`src/rtl/button_pkg.sv`:
```
// Shared state encoding and default 50 MHz timing for the push-button event controller.
// Constants only; no logic, latency or flow control.
package button_pkg;

    typedef enum logic [1:0] {
        WAIT_LOW = 2'd0,
        IDLE     = 2'd1,
        PRESSED  = 2'd2,
        REPEAT   = 2'd3
    } btn_state_t;

    localparam int DEF_LONG_CYCLES   = 50_000_000;
    localparam int DEF_REPEAT_CYCLES = 12_500_000;
    localparam int DEF_NUM_MODES     = 4;
    localparam int DEF_MODE_W        = 2;
    localparam int DEF_CNT_W         = 26;

endpackage

```
`src/rtl/mode_wrap_counter.sv`:
```
// Wrapping mode index 0..NUM_MODES-1, advanced by one on each inc cycle.
// Registered output, one cycle after inc; inc is always accepted.
module mode_wrap_counter #(
    parameter int NUM_MODES = 4,
    parameter int MODE_W    = 2
) (
    input  logic              clk,
    input  logic              rst_n,
    input  logic              inc,
    output logic [MODE_W-1:0] mode
);

    localparam logic [MODE_W-1:0] MODE_MAX = MODE_W'(NUM_MODES - 1);

    logic [MODE_W-1:0] mode_q;
    logic [MODE_W-1:0] mode_d;

    // Compare-and-clear so non-power-of-two mode counts wrap correctly.
    always_comb begin
        mode_d = mode_q;
        if (inc) begin
            if (mode_q >= MODE_MAX) begin
                mode_d = '0;
            end else begin
                mode_d = mode_q + MODE_W'(1);
            end
        end
    end

    always_ff @(posedge clk) begin
        if (!rst_n) begin
            mode_q <= '0;
        end else begin
            mode_q <= mode_d;
        end
    end

    assign mode = mode_q;

endmodule

```
`src/rtl/button_event_ctrl.sv`:
```
// Turns a debounced button level into press/release/long-press/repeat pulses and a mode index.
// All outputs registered, one cycle after the deciding edge; no backpressure, input sampled every cycle.
module button_event_ctrl
    import button_pkg::*;
#(
    parameter int LONG_CYCLES   = DEF_LONG_CYCLES,
    parameter int REPEAT_CYCLES = DEF_REPEAT_CYCLES,
    parameter int NUM_MODES     = DEF_NUM_MODES,
    parameter int MODE_W        = DEF_MODE_W,
    parameter int CNT_W         = DEF_CNT_W
) (
    input  logic              clk,
    input  logic              rst_n,
    input  logic              debounce,
    output logic              press_pulse,
    output logic              release_pulse,
    output logic              long_press,
    output logic              repeat_pulse,
    output logic              held,
    output logic [MODE_W-1:0] mode
);

    localparam logic [CNT_W-1:0] LONG_TERM = CNT_W'(LONG_CYCLES - 1);
    localparam logic [CNT_W-1:0] REP_TERM  = CNT_W'(REPEAT_CYCLES - 1);

    btn_state_t       state_q, state_d;
    logic [CNT_W-1:0] cnt_q, cnt_d;
    logic             press_q, press_d;
    logic             release_q, release_d;
    logic             long_q, long_d;
    logic             repeat_q, repeat_d;
    logic             held_q, held_d;
    logic             mode_inc;

    // Release is checked before the terminal count so a simultaneous release wins.
    always_comb begin
        state_d   = state_q;
        cnt_d     = cnt_q;
        press_d   = 1'b0;
        release_d = 1'b0;
        long_d    = 1'b0;
        repeat_d  = 1'b0;
        mode_inc  = 1'b0;
        case (state_q)
            WAIT_LOW: begin
                cnt_d = '0;
                if (!debounce) begin
                    state_d = IDLE;
                end
            end
            IDLE: begin
                cnt_d = '0;
                if (debounce) begin
                    press_d = 1'b1;
                    state_d = PRESSED;
                end
            end
            PRESSED: begin
                if (!debounce) begin
                    release_d = 1'b1;
                    mode_inc  = 1'b1;
                    cnt_d     = '0;
                    state_d   = IDLE;
                end else if (cnt_q == LONG_TERM) begin
                    long_d  = 1'b1;
                    cnt_d   = '0;
                    state_d = REPEAT;
                end else begin
                    cnt_d = cnt_q + CNT_W'(1);
                end
            end
            REPEAT: begin
                if (!debounce) begin
                    release_d = 1'b1;
                    cnt_d     = '0;
                    state_d   = IDLE;
                end else if (cnt_q == REP_TERM) begin
                    repeat_d = 1'b1;
                    mode_inc = 1'b1;
                    cnt_d    = '0;
                end else begin
                    cnt_d = cnt_q + CNT_W'(1);
                end
            end
            default: begin
                cnt_d   = '0;
                state_d = WAIT_LOW;
            end
        endcase
        held_d = (state_d == PRESSED) || (state_d == REPEAT);
    end

    always_ff @(posedge clk) begin
        if (!rst_n) begin
            state_q   <= WAIT_LOW;
            cnt_q     <= '0;
            press_q   <= 1'b0;
            release_q <= 1'b0;
            long_q    <= 1'b0;
            repeat_q  <= 1'b0;
            held_q    <= 1'b0;
        end else begin
            state_q   <= state_d;
            cnt_q     <= cnt_d;
            press_q   <= press_d;
            release_q <= release_d;
            long_q    <= long_d;
            repeat_q  <= repeat_d;
            held_q    <= held_d;
        end
    end

    mode_wrap_counter #(
        .NUM_MODES (NUM_MODES),
        .MODE_W    (MODE_W)
    ) u_mode (
        .clk   (clk),
        .rst_n (rst_n),
        .inc   (mode_inc),
        .mode  (mode)
    );

    assign press_pulse   = press_q;
    assign release_pulse = release_q;
    assign long_press    = long_q;
    assign repeat_pulse  = repeat_q;
    assign held          = held_q;

endmodule

```
`config.mk`:
```
export PLATFORM = sky130hd
export DESIGN_NAME = button_event_ctrl
export DESIGN_NICKNAME = d
export VERILOG_FILES = /design/src/rtl/button_pkg.sv /design/src/rtl/mode_wrap_counter.sv /design/src/rtl/button_event_ctrl.sv
export SDC_FILE = /design/constraint.sdc
export NUM_CORES = 1
export LEC_CHECK = 0
export CAP_MARGIN = 20
export CELL_PAD_IN_SITES_DETAIL_PLACEMENT = 2
export CELL_PAD_IN_SITES_GLOBAL_PLACEMENT = 2
export CORE_MARGIN = 2
export CORE_UTILIZATION = 39
export DETAILED_ROUTE_END_ITERATION = 10
export DONT_BUFFER_PORTS = 1
export PLACE_DENSITY_LB_ADDON = 0.05
export SKIP_LAST_GASP = 1
export SYNTH_ARGS = -nofsm -noshare
export SYNTH_HDL_FRONTEND = slang
export SYNTH_SLANG_ARGS = --single-unit
```
`constraint.sdc`:
```
create_clock -name clk -period 2.6 [get_ports clk]
set_input_delay 0.78 -clock clk [delete_from_list [all_inputs] [get_ports clk]]
set_output_delay 0.78 -clock clk [all_outputs]
set_load 0.02 [all_outputs]
```
# [After elaboration in Yosys (flattened, before gate mapping)]
# Index checks and enable logic that the tools add are counted.
[totals] reg_bits=35 inputBits=3 output_inout_bits=7
[op_classes] muxes=17 addsub=2 reduce_logical=9 magnitude_cmp=1 eq_ne=7
[op_table] operator="$mux W26" n=4
[op_table] operator="$pmux W26 S3" n=1
[op_table] operator="$add A26 B1 Y26 const B" n=1
[op_table] operator="$eq A26 B24 Y1 const B" n=1
[op_table] operator="$eq A26 B26 Y1 const B" n=1
[op_table] operator="$mux W2" n=5
[op_table] operator="$eq A2 B2 Y1 const B" n=4
[op_table] operator="$pmux W2 S3" n=1
[op_table] operator="$reduce_and A2 Y1" n=3
[op_table] operator="$reduce_or A2 Y1" n=3
[op_table] operator="$mux W1" n=5
[op_table] operator="$reduce_and A3 Y1" n=1
[op_table] operator="$add A2 B1 Y2 const B" n=1
[op_table] operator="$eq A2 B1 Y1 const B" n=1
[op_table] operator="$ge A2 B2 Y1 const B" n=1
[op_table] operator="$logic_not A2 Y1" n=1
[op_table] operator="$pmux W1 S2" n=1
[op_table] operator="$logic_or A1 B1 Y1" n=1

# [Logic depth before layout (Yosys ltp)]
[depth] word_depth=6 mapped_depth=7 depth_no_buf=6

# [Modules after synthesis]
# Synthesis repeated with hierarchy kept, for this count alone.
[unflattened] cells_unflattened=195 hier_area_um2=1756.7
[modules_own_cells] module="button_event_ctrl" cells_each=187 area_each_um2=1661.6 n_inst=1
[modules_own_cells] module="mode_wrap_counter" cells_each=8 area_each_um2=95.1 n_inst=1

# [Worst setup path after synthesis]
# No wires, ideal clock.
[synth_path] kind="register -> register" start="register cnt_q[0]" end="register cnt_q[11]" required_ps=2467 stages_incl_launch_ff=8 t_arrival_ps=1928 slack_ps=540 path_buffers=1 path_cell_list="dfxtp_1 -> ha_1 -> nand3_1 -> or2_2 -> or4_4 -> a21oi_4 -> buf_6 -> nor3_1"
[synth_via] elab_chain_cells=4
[synth_lines] element="start: declaration" line="button_event_ctrl.sv:27" source="logic [CNT_W-1:0] cnt_q, cnt_d;"
[synth_lines] element="start signal: assignment" line="button_event_ctrl.sv:104" source="cnt_q <= cnt_d;"
[synth_lines] element="$add A26 B1 Y26 (tied with other cells)" line="button_event_ctrl.sv:69, button_event_ctrl.sv:82"
[synth_lines] element="$mux W26 (on tied branches)" line="button_event_ctrl.sv:77, button_event_ctrl.sv:64"
[synth_lines] element="$mux W26 (on tied branches)" line="button_event_ctrl.sv:73, button_event_ctrl.sv:59"
[synth_lines] element="$pmux W26 S3 (*)" line="button_event_ctrl.sv:44" source="case (state_q)"
# Mark *: on every way between the ends. The rest lies on a longest branch, timed or not.
# A chain may end at the register's enable or synchronous reset.

# [Worst setup path in the final report]
[layout_path] start="register cnt_q[0]" end="register cnt_q[3]"
# Same word-level chain as after synthesis.

==> flow_summary.json <==
{
  "portBuffers": 0,
  "initial_core_util": 0.4113,
  "drt-total-wl_um": 4208,
  "worst_pin_slew_ns": 0.4422,
  "post-cts-setup-buffers": 0,
  "postRouteAntennaNets": 0,
  "design_area_mm2": 0.001804,
  "powerDensity_mw_per_mm2": 544.5,
  "dieArea_mm2": 0.004819,
  "fin_crit_ns": 2.221,
  "hold_viol": 0,
  "wl_per_cell_um": 17.53,
  "maxCapViolCount": 0,
  "fin_setup_tns_ns": 0,
  "placed_cells": 234,
  "antenna_found_initial": 0,
  "synth_top_area_share": 0.4198,
  "grt_pass1_vias": 1512,
  "path_class": "reg -> reg",
  "drt-initial-drc-count": 50,
  "gp_congestion": 0.7357,
  "grt_usage": 0.1974,
  "drv_slew": 0,
  "nets": 200,
  "rsz0062_at_grt": "no",
  "finalCritPeriodShare": 0.8543,
  "place_area_mm2": 0.001732,
  "status": "complete, no violations",
  "routed_via_density": 5.713,
  "root_buffer": "clkbuf_8",
  "setup_viol": 0,
  "synth_area_leaders": "dfxtp_1 (42%), xor2_1 (8.9%), nor3_1 (7.8%)",
  "ys_ff_latch": 35,
  "synth_area_per_cell_um2": 9.022,
  "post-dp-hpwl_um": 3024,
  "drt_first_pass_iters": 4,
  "coreArea_mm2": 0.004058,
  "areaGrowthSynthToFinish_pct": 8.096,
  "r2r_cells": 7,
  "ios": 10,
  "final-instance-count-excl-fill": 240,
  "dp_slack_ns": 0.3834,
  "cts_max_path_buffers": 2,
  "num_rows": 23,
  "clock.fmax_mhz": 450.2,
  "synth_top_cell_by_area": "dfxtp_1",
  "worstPathArrival_ns": 2.38,
  "path_max_fanout": 18,
  "fillCellCount": 444,
  "cts_buffers": 5,
  "synth_area_mm2": 0.001669,
  "postCtsHoldBufs": 0,
  "clock_skew_ns": 0.004254,
  "drive_gt1_frac": 0.1000,
  "synth_cell_types": 32,
  "hold_path.class": "reg -> reg",
  "maxSlewHeadroom": 0.7043,
  "cts_resized": 0,
  "h-tree-depth": 2,
  "syn_nets": 194,
  "p_leak_nw": 0.5527,
  "vias": 1371,
  "grt_pass1_wl_um": 7521,
  "worst_slack_ns": 0.3789,
  "clk_pin_slew_ns": 0.06,
  "yosysWarnings": 0,
  "cts_sinks": 35,
  "cts_tree": "yes",
  "worstSetupStartpointType": "register",
  "antenna_cells": 0,
  "hold_slack_ns": 0.5021,
  "clkLatencyLatePin_ns": 0.28,
  "required_ns": 2.76,
  "netlist_instances": 185,
  "vdd_drop_max_mv": 0.2700,
  "critPathCaptureType": "register",
  "seq_area_frac_synth": 0.4198,
  "die_y_um": 69.42,
  "grt_max_degree": 28,
  "grt_remaining_overflow": 0,
  "fp.dieW_um": 69.42,
  "holdPathStages": 1,
  "drc": 0
}
state kept, by name (all words and copies together), names as in the netlist:
register and count:
long_press 1, release_pulse 1, state_q 2, held 1, press_pulse 1, cnt_q 26
u_mode.mode 2, repeat_pulse 1
cells in the final DEF (no fill, tap or decap):
master,n
a31oi_1,3
or4_4,1
inv_1,5
nor4b_1,1
a21oi_1,1
or2_2,1
buf_4,5
nor3_1,26
nor3b_1,2
o31a_2,1
nand2_1,14
and3_1,3
nor4_1,3
ha_1,6
or4_1,1
nor2_1,9
o21ai_0,3
o32ai_1,1
nand4_1,9
dfxtp_1,35
xnor2_1,7
o211ai_1,1
clkbuf_1,1
and2_1,1
nand3_1,18
nor4b_2,1
xor2_1,17
nor3_2,3
or3_1,1
a21oi_4,1
clkbuf_8,5
and4bb_2,1
and4_1,3
layout make-up:
cell class	instances	area (µm²)	share of cell area
Sequential cell	35	700.7	0.3883
Tap cell	50	62.56	0.03467
Timing Repair Buffer	5	37.54	0.02080
Inverter	5	18.77	0.01040
Multi-Input combinational cell	139	912.1	0.5055
Clock buffer	6	72.57	0.04022
metal layers:
layer / vias up / wire [µm] / GRT usage
met3: 6 / 88 / 0.04942
met5: - / 0 / 0
met1: 672 / 1981 / 0.2527
li1: 680 / - / -
met2: 13 / 2036 / 0.3120
met4: 0 / 102 / 0.09150
metrics by stage:
stage,power [mW],util
3_5_place_dp,0.6373,0.4268
2_1_floorplan,0.6242,-
6_report,0.9825,0.4447
3_3_place_gp,0.6308,0.4268
5_1_grt,1.028,0.4447
4_1_cts,0.9985,0.4447
final timing paths:
path | start | to | slack [ns]
worst max-delay path | cnt_q[0] | cnt_q[3] | 0.38
worst min-delay path | cnt_q[0] | cnt_q[0] | 0.50
worst max register to register | cnt_q[0] | cnt_q[3] | 0.38
worst min register to register | cnt_q[0] | cnt_q[0] | 0.50
synth_stat cells:
cell type and count:
clkbuf_1 4, inv_1 5, xnor2_1 7, nor3b_1 2, nand4_1 9, nor3_1 26, or4_1 1, or3_1 1
and2_1 1, a21oi_4 1, nor4_1 3, o21ai_0 3, and4_1 3, nand3_1 18, o32ai_1 1, nor4b_2 1
a21oi_1 1, and3_1 3, a31oi_1 3, xor2_1 17, nor2_1 9, nand2_1 14, or2_2 1, or4_4 1
o31a_2 1, and4bb_2 1, buf_6 2, dfxtp_1 35, nor4b_1 1, ha_1 6, nor3_2 3, o211ai_1 1
worst max-delay path, cell delays in order (launching register included):
cell	delay, ns
dfxtp_1	0.38
ha_1	0.22
nand3_1	0.15
or2_2	0.34
or4_4	0.50
a21oi_4	0.16
buf_4	0.24
nor3_1	0.09
power by group:
part / internal (mW) / switching (mW) / leakage (nW)
registers: 0.544 / 0.0120 / 0.282
clock network: 0.178 / 0.180 / 0.0371
logic: 0.0232 / 0.0448 / 0.233
total: 0.746 / 0.236 / 0.553
cells by family after synthesis:
logic type      Yosys count  synth area share
flops                    35            0.4198
simple gates             98            0.3268
xor+xnor                 24            0.1259
fa+ha+maj                 6           0.04498
buf+inv                  11           0.03373
compound gates           11           0.04873
No activity file was read; power rests on OpenSTA's default activity.
